[config.mk]
export PLATFORM = sky130hd
export DESIGN_NAME = line_xfer_engine
export DESIGN_NICKNAME = d
export VERILOG_FILES = /design/src/rtl/line_xfer_engine.sv
export SDC_FILE = /design/constraint.sdc
export NUM_CORES = 1
export LEC_CHECK = 0
export CAP_MARGIN = 20
export CORE_MARGIN = 3
export CORE_UTILIZATION = 54
export CTS_CLUSTER_SIZE = 40
export DETAILED_ROUTE_END_ITERATION = 16
export PLACE_DENSITY = 0.81
export SETUP_SLACK_MARGIN = 0.5
export SYNTH_ARGS = -nofsm -noshare
export SYNTH_HDL_FRONTEND = slang
export SYNTH_SLANG_ARGS = --single-unit
[constraint.sdc]
create_clock -name clk -period 4.5 [get_ports clk]
set_input_delay 0.45 -clock clk [delete_from_list [all_inputs] [get_ports clk]]
set_output_delay 0.45 -clock clk [all_outputs]
set_load 0.02 [all_outputs]
[src/rtl/line_xfer_engine.sv]
// -----------------------------------------------------------------------------
// line_xfer_engine
//
// Moves one cache line between a lane-split SRAM and a word-wide memory port,
// staging it through an internal BLOCK_WORDS x W line buffer.
//   op 00 : fill           memory -> buffer -> SRAM
//   op 01 : evict          SRAM -> buffer -> memory
//   op 10 : evict+fill     SRAM -> buffer -> memory, then memory -> buffer -> SRAM
//   op 11 : illegal        one-cycle err pulse, nothing else happens
//
// Ports
//   clk, rst            clock (rising edge), asynchronous active-low reset
//   start, op           request strobe (only sampled while idle) and operation
//   sram_base           SRAM word address of line word 0
//   evict_addr          memory byte address of the line to write back
//   fill_addr           memory byte address of the line to fetch
//   busy, done, err     status; done and err are one-cycle pulses
//   sram_*              shared SRAM address, per-lane sense/write enables, data
//   mem_*               memory request port; a request is held until mem_ack
//   crit_valid/data     critical-word early delivery (optional feature)
//
// Optional feature macro: LINE_XFER_CRIT_FIRST_EN
//   Defined   : the fetch starts at the word addressed by fill_addr and wraps
//               around the line; that first word is also presented on
//               crit_data with a crit_valid pulse one cycle after its ack.
//   Undefined : the fetch starts at word 0; crit_valid/crit_data are tied to 0.
// -----------------------------------------------------------------------------
module line_xfer_engine #(
   parameter int LANES       = 4,
   parameter int BLOCK_WORDS = 32,
   parameter int SRAM_AW     = 10
) (
   input  logic                 clk,
   input  logic                 rst,
   input  logic                 start,
   input  logic [1:0]           op,
   input  logic [SRAM_AW-1:0]   sram_base,
   input  logic [31:0]          evict_addr,
   input  logic [31:0]          fill_addr,
   output logic                 busy,
   output logic                 done,
   output logic                 err,
   output logic [SRAM_AW-1:0]   sram_addr,
   output logic [LANES-1:0]     sram_sense_en,
   output logic [LANES-1:0]     sram_wen,
   output logic [8*LANES-1:0]   sram_din,
   input  logic [8*LANES-1:0]   sram_dout,
   output logic [31:0]          mem_addr,
   output logic [8*LANES-1:0]   mem_din,
   input  logic [8*LANES-1:0]   mem_dout,
   output logic                 mem_ren,
   output logic                 mem_wen,
   input  logic                 mem_ack,
   output logic                 crit_valid,
   output logic [8*LANES-1:0]   crit_data
);

   localparam int W   = 8 * LANES;
   localparam int KW  = $clog2(BLOCK_WORDS);   // word index width
   localparam int LB  = $clog2(LANES);         // byte offset within a word
   localparam int OFF = KW + LB;               // byte offset within a line

   localparam logic [31:0] BASE_MASK = ~((32'd1 << OFF) - 32'd1);
   localparam logic [KW:0] CNT_ONE   = (KW+1)'(1);
   localparam logic [KW:0] CNT_LAST  = (KW+1)'(BLOCK_WORDS - 1);
   localparam logic [KW:0] CNT_FULL  = (KW+1)'(BLOCK_WORDS);

   typedef enum logic [2:0] {
      IDLE,
      SRAM_TO_BUF,
      BUF_TO_MEM,
      MEM_TO_BUF,
      BUF_TO_SRAM,
      DONE
   } state_t;

   state_t               state_reg;
   logic [KW:0]          cnt_reg;            // word / cycle counter within a phase
   logic                 evict_then_fill_reg;
   logic [SRAM_AW-1:0]   sram_base_reg;
   logic [31:0]          evict_base_reg;
   logic [31:0]          fill_base_reg;
   logic [KW-1:0]        start_idx_reg;      // first word fetched from memory

   logic [KW-1:0]        cnt_low;
   logic [KW-1:0]        next_low;
   logic [KW-1:0]        fidx;               // buffer index of the current fetch
   logic [KW-1:0]        fidx_inc;
   logic [KW-1:0]        fill_crit;

   // Line buffer: written from the capture mux below, read through registers
   // in the FSM.
   logic [W-1:0]         line_buf [BLOCK_WORDS];
   logic                 buf_we;
   logic [KW-1:0]        buf_widx;
   logic [W-1:0]         buf_wdata;

   function automatic logic [31:0] word_addr(input logic [31:0] base, input logic [KW-1:0] idx);
      logic [31:0] ofs;
      ofs = 32'(idx) << LB;
      return base | ofs;
   endfunction

`ifdef LINE_XFER_CRIT_FIRST_EN
   assign fill_crit = fill_addr[LB +: KW];
`else
   assign fill_crit = '0;
`endif

   assign cnt_low  = cnt_reg[KW-1:0];
   assign next_low = cnt_low + KW'(1);
   assign fidx     = start_idx_reg + cnt_low;
   assign fidx_inc = fidx + KW'(1);

   // SRAM read data arrives one cycle after sense_en, so in SRAM_TO_BUF
   // cycle c (c >= 1) carries word c-1.
   always_comb begin
      buf_we    = 1'b0;
      buf_widx  = fidx;
      buf_wdata = mem_dout;
      if (state_reg == SRAM_TO_BUF && cnt_reg != '0) begin
         buf_we    = 1'b1;
         buf_widx  = cnt_low - KW'(1);
         buf_wdata = sram_dout;
      end else if (state_reg == MEM_TO_BUF && mem_ack) begin
         buf_we    = 1'b1;
      end
   end

   always_ff @(posedge clk) begin
      if (buf_we) begin
         line_buf[buf_widx] <= buf_wdata;
      end
   end

   always_ff @(posedge clk or negedge rst) begin
      if (!rst) begin
         state_reg           <= IDLE;
         cnt_reg             <= '0;
         evict_then_fill_reg <= 1'b0;
         sram_base_reg       <= '0;
         evict_base_reg      <= '0;
         fill_base_reg       <= '0;
         start_idx_reg       <= '0;
         busy                <= 1'b0;
         done                <= 1'b0;
         err                 <= 1'b0;
         sram_addr           <= '0;
         sram_sense_en       <= '0;
         sram_wen            <= '0;
         sram_din            <= '0;
         mem_addr            <= '0;
         mem_din             <= '0;
         mem_ren             <= 1'b0;
         mem_wen             <= 1'b0;
`ifdef LINE_XFER_CRIT_FIRST_EN
         crit_valid          <= 1'b0;
         crit_data           <= '0;
`endif
      end else begin
         done <= 1'b0;
         err  <= 1'b0;
`ifdef LINE_XFER_CRIT_FIRST_EN
         crit_valid <= 1'b0;
`endif
         case (state_reg)
            IDLE: begin
               if (start) begin
                  if (op == 2'b11) begin
                     err <= 1'b1;
                  end else begin
                     busy                <= 1'b1;
                     cnt_reg             <= '0;
                     evict_then_fill_reg <= (op == 2'b10);
                     sram_base_reg       <= sram_base;
                     evict_base_reg      <= evict_addr & BASE_MASK;
                     fill_base_reg       <= fill_addr & BASE_MASK;
                     start_idx_reg       <= fill_crit;
                     if (op == 2'b00) begin
                        state_reg <= MEM_TO_BUF;
                        mem_ren   <= 1'b1;
                        mem_addr  <= word_addr(fill_addr & BASE_MASK, fill_crit);
                     end else begin
                        state_reg     <= SRAM_TO_BUF;
                        sram_sense_en <= '1;
                        sram_addr     <= sram_base;
                     end
                  end
               end
            end

            // BLOCK_WORDS read cycles plus one trailing capture cycle.
            SRAM_TO_BUF: begin
               cnt_reg <= cnt_reg + CNT_ONE;
               if (cnt_reg < CNT_LAST) begin
                  sram_addr <= sram_base_reg + SRAM_AW'(next_low);
               end else begin
                  sram_sense_en <= '0;
               end
               if (cnt_reg == CNT_FULL) begin
                  state_reg <= BUF_TO_MEM;
                  cnt_reg   <= '0;
                  mem_wen   <= 1'b1;
                  mem_addr  <= evict_base_reg;
                  mem_din   <= line_buf[0];
               end
            end

            BUF_TO_MEM: begin
               if (mem_ack) begin
                  if (cnt_reg == CNT_LAST) begin
                     mem_wen <= 1'b0;
                     cnt_reg <= '0;
                     if (evict_then_fill_reg) begin
                        state_reg <= MEM_TO_BUF;
                        mem_ren   <= 1'b1;
                        mem_addr  <= word_addr(fill_base_reg, start_idx_reg);
                     end else begin
                        state_reg <= DONE;
                        done      <= 1'b1;
                     end
                  end else begin
                     cnt_reg  <= cnt_reg + CNT_ONE;
                     mem_addr <= word_addr(evict_base_reg, next_low);
                     mem_din  <= line_buf[next_low];
                  end
               end
            end

            MEM_TO_BUF: begin
               if (mem_ack) begin
`ifdef LINE_XFER_CRIT_FIRST_EN
                  if (cnt_reg == '0) begin
                     crit_valid <= 1'b1;
                     crit_data  <= mem_dout;
                  end
`endif
                  if (cnt_reg == CNT_LAST) begin
                     state_reg <= BUF_TO_SRAM;
                     mem_ren   <= 1'b0;
                     cnt_reg   <= '0;
                     sram_wen  <= '1;
                     sram_addr <= sram_base_reg;
                     // Word 0 may be the one landing in the buffer right now
                     // (wrapped fetch order), so forward it directly.
                     sram_din  <= (fidx == '0) ? mem_dout : line_buf[0];
                  end else begin
                     cnt_reg  <= cnt_reg + CNT_ONE;
                     mem_addr <= word_addr(fill_base_reg, fidx_inc);
                  end
               end
            end

            BUF_TO_SRAM: begin
               if (cnt_reg == CNT_LAST) begin
                  sram_wen  <= '0;
                  cnt_reg   <= '0;
                  state_reg <= DONE;
                  done      <= 1'b1;
               end else begin
                  cnt_reg   <= cnt_reg + CNT_ONE;
                  sram_addr <= sram_base_reg + SRAM_AW'(next_low);
                  sram_din  <= line_buf[next_low];
               end
            end

            DONE: begin
               busy      <= 1'b0;
               state_reg <= IDLE;
            end

            default: begin
               state_reg <= IDLE;
            end
         endcase
      end
   end

`ifndef LINE_XFER_CRIT_FIRST_EN
   assign crit_valid = 1'b0;
   assign crit_data  = '0;
`endif

endmodule

## Yosys cells after proc, flatten, opt, wreduce, memory -nomap -nowiden

Memory sizes are Yosys's and may differ from the RTL's.
Cells that the tools add are included.

- Bits in registers: 189
- Latch bits: 0
- RAM bits: 1,024
- Memory bits (read-only): 0
- Memories: 1

Memories:

| memory | words | width | rd ports | clocked after Yosys merged registers in | wr ports | line | RTL |
|---|---|---|---|---|---|---|---|
| line_buf | 32 | 32 | 2 | 0 | 1 | 93 | `logic [W-1:0] line_buf [BLOCK_WORDS];` |

- Add/sub/neg operators: 4
- $mul: 0
- Divide/modulo/power cells: 0
- $lt $le $gt $ge: 1
- Equal/unequal tests: 27
- Shifts and indexed selects: 0
- Mux-type cells: 80
- Bitwise operators: 3
- Reductions and logical operators: 27

Operators with widths:

| cell | number |
|---|---|
| $mux 32 | 16 |
| $pmux 32 s2 | 2 |
| $pmux 32 s4 | 1 |
| $mux 10 | 7 |
| $or 32x7->32 | 2 |
| $pmux 10 s4 | 1 |
| $mux 6 | 5 |
| $mux 4 | 7 |
| $mux 3 | 9 |
| $ne 2x2->1 const B | 13 |
| $pmux 6 s4 | 1 |
| $mux 1 | 22 |
| $reduce_and 4->1 | 5 |
| $reduce_and 9->1 | 2 |
| $pmux 4 s2 | 2 |
| $reduce_and 8->1 | 2 |
| $pmux 3 s5 | 1 |
| $reduce_bool 4->1 | 3 |
| $add 10x5->10 | 1 |
| $ne 2x1->1 const B | 4 |
| $reduce_bool 2->1 | 4 |
| $add 6x1->6 const B | 1 |
| $eq 3x2->1 const B | 2 |
| $eq 3x3->1 const B | 2 |
| 22 further kinds | 27 |

## Depth between registers and ports, before layout

Gate-level depths: netlist of the first run.

- Word-level depth: 6
- Gate-level depth with buffers: 14
- Gate-level depth less buffers: 10

## Least setup slack after synthesis of the first run

OpenSTA, ideal clock, no wires.

- Path kind: reg-to-reg
- From: register cnt_reg[0]
- To: memory line_buf[17][0] in the netlist's numbering (enable)
- Data arrival time: 4.088 ns
- Setup slack: -0.009 ns
- Cell stages (with the launch flop): 12
- Clock period less this slack: 4.509 ns
- Cell sequence: dfrtp_1 buf_2 buf_2 buf_1 inv_1 ha_1 buf_2 buf_2 buf_1 inv_1 o31a_1 nor2_1

- Longest elaborated chain between the ends: 5
- Elaborated cells between the ends (all ways): 7

RTL lines:

| what | line | RTL |
|---|---|---|
| start, declared | 78 | `logic [KW:0] cnt_reg;` |
| start signal, assigned | 194 | `cnt_reg <= cnt_reg + CNT_ONE;` |
| start signal, assigned | 223 | `cnt_reg <= cnt_reg + CNT_ONE;` |
| start signal, assigned | 248 | `cnt_reg <= cnt_reg + CNT_ONE;` |
| parallel branches: the longest is 5 deep, another holds $sub 5x1->5 | - |  |
| end, declared | 93 |  |

Parallel ways; which one is timed is not known.

## Worst setup path in the final report of the first run

- From: register cnt_reg[0]
- To: memory line_buf[6][22] in the netlist's numbering (enable)

The elaborated chain is that of the path after synthesis.

==> flow_summary.ini, run 1 <==
[floorplan]
die-area_um2 = 93600
start_util_pct = 54.7
coreArea_um2 = 88800
die_w_um = 306
num_io_pins = 296
fp.dieH_um = 306
rows = 109

[critical_path]
crit_required_ps = 4890
critPathMaxStageDelay_ps = 830
path_buf_inv = 2
r2r_slack_ps = 600
reg2reg_depth = 8
crit_type = reg -> reg
r2r_start = cnt_reg[0]$_DFFE_PN0P_
r2r_end = line_buf[6][22]$_DFFE_PP_
crit_fanout = 24
cp-start-kind = flip-flop
cp.depth = 8
path_delay_family = compound AO/OA/AOI/OAI gates
arrival_ps = 4290
end_kind = flip-flop
critical_path.cell_chain = inv_1 -> ha_4 -> or4b_4 -> o21ai_4 -> nor2_1 -> a21oi_2 -> nor2_4 -> buf_12
slowest_stage = a21oi_2

[sta]
fmax_mhz = 257
rsz0062_at_grt = yes
hold_viol = 0
tns_ps = 0
setup_slack_ps = 603
setup_viol = 0
finalMaxSlewViolations = 0
fin_skew_ps = 49.1
fin_crit_sh_pct = 86.6
layout_min_cycle_time_ps = 3900
maxSlewHeadroom_pct = 29.6
timing.hold.ws_ps = 350
tightest_slew_ps = 1060

[placement]
io_buffers = 246
placedCellCount = 4025
pre_cts_ws_ps = 666
place_congestion = 0.851
place_hpwl_mm = 74.2

[logic_synthesis]
postSynthAreaPerCell_um2 = 17.9
yosys-top-cells-count = 1024 x edfxtp_1, 321 x nand2_1, 256 x mux4_2, 181 x dfrtp_1, 108 x nand3_1
ys_top_cells_by_area = edfxtp_1 63%, mux4_2 12%, dfrtp_1 9.3%, nand2_1 2.5%, mux2_2 2.2%
ys_ff_latch = 1205
synth-seq-area-share_pct = 72.6
yosys.area.top_type = edfxtp_1
synth_edf_count = 1024
ys.flop_type = edfxtp_1
syn-instance-count = 2713
synth.top_cell.area_share_pct = 63.3
netlist_area_um2 = 48600
ys_async_sr_fraction_pct = 15.0
yosys_warnings = 0
synth.most_common_cell = edfxtp_1
ys_types = 73

[route]
antenna_left = 0
first_iter_violations = 3861
wl_mm = 133
via_per_inst = 6.70
drcViolationCount = 0
vias = 28431
detail_route.wl_per_cell_um = 31.4
first_pass_iters = 6

[cells_and_area]
multi_input_comb_area_um2 = 12700
final_nets = 3129
fillCellCount = 5607
largest_reg_flops = 1024
syn_to_final_growth_pct = 16.4
drive_gt1_share_pct = 21.3
regMostFlops = line_buf
fin_cells = 4241
seq_area_um2 = 35300
reg_top3 = line_buf (1024), mem_din (32), sram_din (32)

[clocking]
htreeDepth = 3
cts_tree = yes
insertion_delay_ps = 700
cts_buffer_depth = 3
cts_setup_buffers = 0
cts.sinks = 1205
path_clk_slew_ps = 60
cts_root_buffer = clkbuf_16
numCtsBuffers = 112

[power_and_ir_drop]
power_density_nw_per_um2 = 701
peakVddDrop_uv = 909
leakage_nw = 18.9

[grt]
grt_pass1_wl_mm = 196
antenna_found_initial = 6
grt_pass1_vias = 29171
grtUsageTotal_pct = 28.4
grt_max_degree = 134
overflow = 0

[status]
outcome = completed

[flow_run]
drv_cap = 0

[worst_hold_path]
hp-class = in -> async
==> worst max path at each step <==
| stage | endpoint | slack [ps] | from |
|---|---|---|---|
| after floorplan | line_buf[17][0]$_DFFE_PP_ | -9 | cnt_reg[0]$_DFFE_PN0P_ |
| after global placement | line_buf[26][9]$_DFFE_PP_ | 780 | cnt_reg[0]$_DFFE_PN0P_ |
| after detailed placement | line_buf[26][9]$_DFFE_PP_ | 670 | cnt_reg[0]$_DFFE_PN0P_ |
| after CTS | line_buf[26][6]$_DFFE_PP_ | 670 | cnt_reg[0]$_DFFE_PN0P_ |
| after global routing | sram_addr[8]$_DFFE_PN0P_ | 500 | cnt_reg[0]$_DFFE_PN0P_ |
| final | line_buf[6][22]$_DFFE_PP_ | 600 | cnt_reg[0]$_DFFE_PN0P_ |
==> power breakdown <==
part / switching, mW / leakage, nW / total, mW / internal, mW
logic: 9.21 / 5.68 / 15.3 / 6.04
registers: 0.717 / 11.4 / 14.8 / 14.0
clock network: 4.13 / 1.86 / 9.67 / 5.53
total: 14.1 / 18.9 / 39.7 / 25.6
==> cells by family (layout without fill, tap and decap cells) <==
group | Yosys count | count (layout) | synth area share, %
other | 1 | 38 | 0.00772
xor gates and xnor gates | 15 | 15 | 0.286
and+or+nand+nor | 603 | 603 | 5.41
buffers and inverters | 216 | 542 | 2.19
adders and majority gates | 9 | 9 | 0.247
muxes | 417 | 417 | 15.4
DFF | 1205 | 1205 | 72.6
AOI/OAI and AO/OA | 247 | 247 | 3.84
==> layout make-up <==
type                       count  share of cell area, %
sequential                  1205                   62.3
multi-input combinational   1326                   22.4
timing repair buffer         321                   5.90
antenna                        3                 0.0133
tap                         1165                   2.58
inverter                      10                 0.0708
clock inverter                53                  0.960
clock buffer                 158                   5.71
==> metrics by stage <==
stage	utilization (%)	power, mW	area (um^2)
CTS	63.7	39.6	56600
floorplan	-	24.7	48700
global placement	59.4	29.2	52800
global route	63.7	41.2	56600
detailed placement	59.4	29.7	52800
finish	63.7	39.7	56600
==> cells in the final DEF, fill, tap and decap left out, types with 9 or more instances in the layout <==
| cell type | synthesis | layout |
|---|---|---|
| a21oi_1 | 11 | 10 |
| a222oi_1 | 25 | 25 |
| a31oi_1 | 33 | 33 |
| a32oi_1 | 33 | 33 |
| buf_12 | 0 | 24 |
| buf_4 | 49 | 48 |
| bufinv_16 | 0 | 9 |
| clkbuf_1 | 77 | 26 |
| clkbuf_16 | 0 | 117 |
| clkbuf_8 | 0 | 16 |
| clkdlybuf4s50_1 | 0 | 245 |
| clkinv_2 | 0 | 27 |
| conb_1 | 1 | 35 |
| dfrtp_1 | 181 | 180 |
| edfxtp_1 | 1024 | 1024 |
| inv_1 | 9 | 9 |
| mux2_2 | 95 | 95 |
| mux2i_1 | 65 | 65 |
| mux4_2 | 256 | 256 |
| nand2_1 | 321 | 320 |
| nand3_1 | 108 | 107 |
| nand4_1 | 35 | 35 |
| nor2_1 | 94 | 61 |
| nor2_4 | 0 | 33 |
| o21ai_0 | 46 | 46 |
| o221ai_1 | 36 | 36 |
| xor2_1 | 9 | 9 |
==> routing by layer <==
metal | share of wire [%] | vias up | GRT usage [%]
li1 | - | 11326 | -
met1 | 35 | 14443 | 37.5
met2 | 47 | 2246 | 44.8
met3 | 14 | 408 | 8.77
met4 | 4.2 | 8 | 11.5
met5 | 0.041 | - | 0
==> what timing repair did <==
action                     in CTS  in global routing
setup endpoints to repair       0                  1
hold buffers                    1                  0
hold endpoints to repair       67                  0
resized for setup               0                  1
Note: power is estimated with default switching activity, not from simulation.
==> run 2: changes to the inputs <==
--- a/config.mk
+++ b/config.mk
@@ -8,9 +8,9 @@
 export CAP_MARGIN = 20
 export CORE_MARGIN = 3
 export CORE_UTILIZATION = 54
-export CTS_CLUSTER_SIZE = 40
+export CTS_CLUSTER_SIZE = 30
 export DETAILED_ROUTE_END_ITERATION = 16
-export PLACE_DENSITY = 0.81
+export PLACE_DENSITY = 0.76
 export SETUP_SLACK_MARGIN = 0.5
 export SYNTH_ARGS = -nofsm -noshare
 export SYNTH_HDL_FRONTEND = slang
==> flow_summary.ini, run 2 (synthesis results as in run 1) <==
[status]
outcome = completed

[route]
via_per_inst = 6.65
vias = 28168
antenna_left = 0
drcViolationCount = 0
wl_mm = 130
detail_route.wl_per_cell_um = 30.8
first_iter_violations = 3985
first_pass_iters = 6

[worst_hold_path]
hp-class = in -> reg
hold_start = evict_addr[30]

[critical_path]
crit_type = reg -> reg
end_kind = flip-flop
cp-start-kind = flip-flop
critical_path.cell_chain = inv_1 -> ha_4 -> or4b_4 -> o211ai_2 -> xnor2_1 -> nor2_1 -> nand2_1 -> nor2_4 -> buf_4
crit_fanout = 19
r2r_start = cnt_reg[0]$_DFFE_PN0P_
cp-startpoint = cnt_reg[0]$_DFFE_PN0P_
arrival_ps = 4260
slowest_stage = nor2_4
crit_required_ps = 4860
critPathMaxStageDelay_ps = 820

[placement]
place_hpwl_mm = 72.4
io_buffers = 246
place_congestion = 0.878

[cells_and_area]
fin_util_pct = 63.8
final_common_cell = edfxtp_1
regMostFlops = line_buf
largest_reg_flops = 1024
drive_gt1_share_pct = 21.4
reg_top3 = line_buf (1024), mem_din (32), sram_din (32)
fillCellCount = 5856
syn_to_final_growth_pct = 16.6
final_nets = 3126
final_cell_mix = 1024 x edfxtp_1, 320 x nand2_1, 256 x mux4_2

[power_and_ir_drop]
power.total_mw = 39.8
peakVddDrop_uv = 736
leakage_nw = 19.0
power_density_nw_per_um2 = 701

[sta]
timing.hold.ws_ps = 395
fin_crit_sh_pct = 86.6
layout_min_cycle_time_ps = 3900
hold_viol = 0
rsz0062_at_grt = yes
finalMaxSlewViolations = 0
maxSlewHeadroom_pct = 29.1
tightest_slew_ps = 1060
setup_viol = 0
fin_skew_ps = 35.7
fmax_mhz = 256

[floorplan]
coreArea_um2 = 88800
num_io_pins = 296
die-area_um2 = 93600
start_util_pct = 54.7
die_w_um = 306
rows = 109
fp.dieH_um = 306

[grt]
grtUsageTotal_pct = 27.9
grt_pass1_vias = 28394
grt_max_degree = 130
grt_pass1_wl_mm = 190
antenna_found_initial = 5
overflow = 0

[clocking]
cts_buffer_depth = 3
cts_tree = yes
cts_root_buffer = clkbuf_16
numCtsBuffers = 110
cts.sinks = 1205
htreeDepth = 3
insertion_delay_ps = 700
path_clk_slew_ps = 60

[flow_run]
drv_cap = 0
[run 2: cell types whose count changed in the layout (fill, tap and decap cells not counted), moves of 2 or more]
cell        previous run  this run
clkinvlp_4             3         5
clkinv_1               8         3
buf_4                 48        53
clkbuf_8              16        22
clkinv_2              27        18
inv_6                  2         0
bufinv_16              9        17
diode_2                3         1
buf_12                24        15
clkbuf_16            117       112
buf_16                 0         4
buf_6                  2         0
[run 2: what timing repair did]
| item | in CTS | in global routing |
|---|---|---|
| buffers inserted | 0 | 1 |
| hold buffers | 1 | 0 |
| resized for setup | 0 | 2 |
| endpoints found under the setup margin | 0 | 122 |
| hold endpoints to repair | 92 | 0 |
[run 2: final cells by class]
type	count	area, um^2	area share (%)
multi-input cells	1326	12700	22.4
flip-flops and latches	1205	35300	62.3
clock inverters	46	704	1.24
repair buffers	320	3300	5.82
diodes	1	2.50	0.00442
inverters	10	40.0	0.0707
well taps	1165	1460	2.57
clock buffers	160	3200	5.64
[run 2: path summary, 6_finish.rpt]
check	to	slack, ps	depth (start not counted)
max	line_buf[21][4]$_DFFE_PP_	600	9
min	evict_base_reg[30]$_DFFE_PN0P_	400	2
max reg2reg	line_buf[21][4]$_DFFE_PP_	600	9
min reg2reg	mem_addr[4]$_DFFE_PN0P_	480	2
max in group asynchronous	fill_base_reg[10]$_DFFE_PN0P_	3100	3
min in group asynchronous	sram_base_reg[8]$_DFFE_PN0P_	440	2
[run 2: layer usage]
layer	up-vias	part of all wire, %	GRT usage [%]
met2	2156	46	42.9
met3	348	14	7.83
li1	11307	-	-
met1	14351	36	38.7
met5	-	0.025	0
met4	6	3.9	10.1
[run 2: report_power, final]
group          switching, mW  leakage (nW)  internal (mW)
Combinational           8.91          5.67           6.07
Clock                   4.08          1.91           5.91
Sequential             0.753          11.4           14.0
Total                   13.7          19.0           26.0
[run 2: through the flow]
step / setup slack (ps) / cell area, um^2 / cells / TNS [ps]
floorplan: -8.79 / 48700 / 2747 / -3360
global placement: 631 / 52700 / 4021 / 0
detailed placement: 605 / 52700 / 4022 / 0
CTS: 604 / 56600 / 4229 / 0
global route: 461 / 56700 / 4233 / 0
finish: 601 / 56700 / 4233 / 0
[run 2: critical path, delay by kind of cell, from the launching register on]
kind                       cells  cell delay [ps]
xor gates and xnor gates       1              160
adders and majority gates      1              210
AOI/OAI and AO/OA              1              240
DFF                            1              500
and+or+nand+nor                4             1700
buffers and inverters          2              750
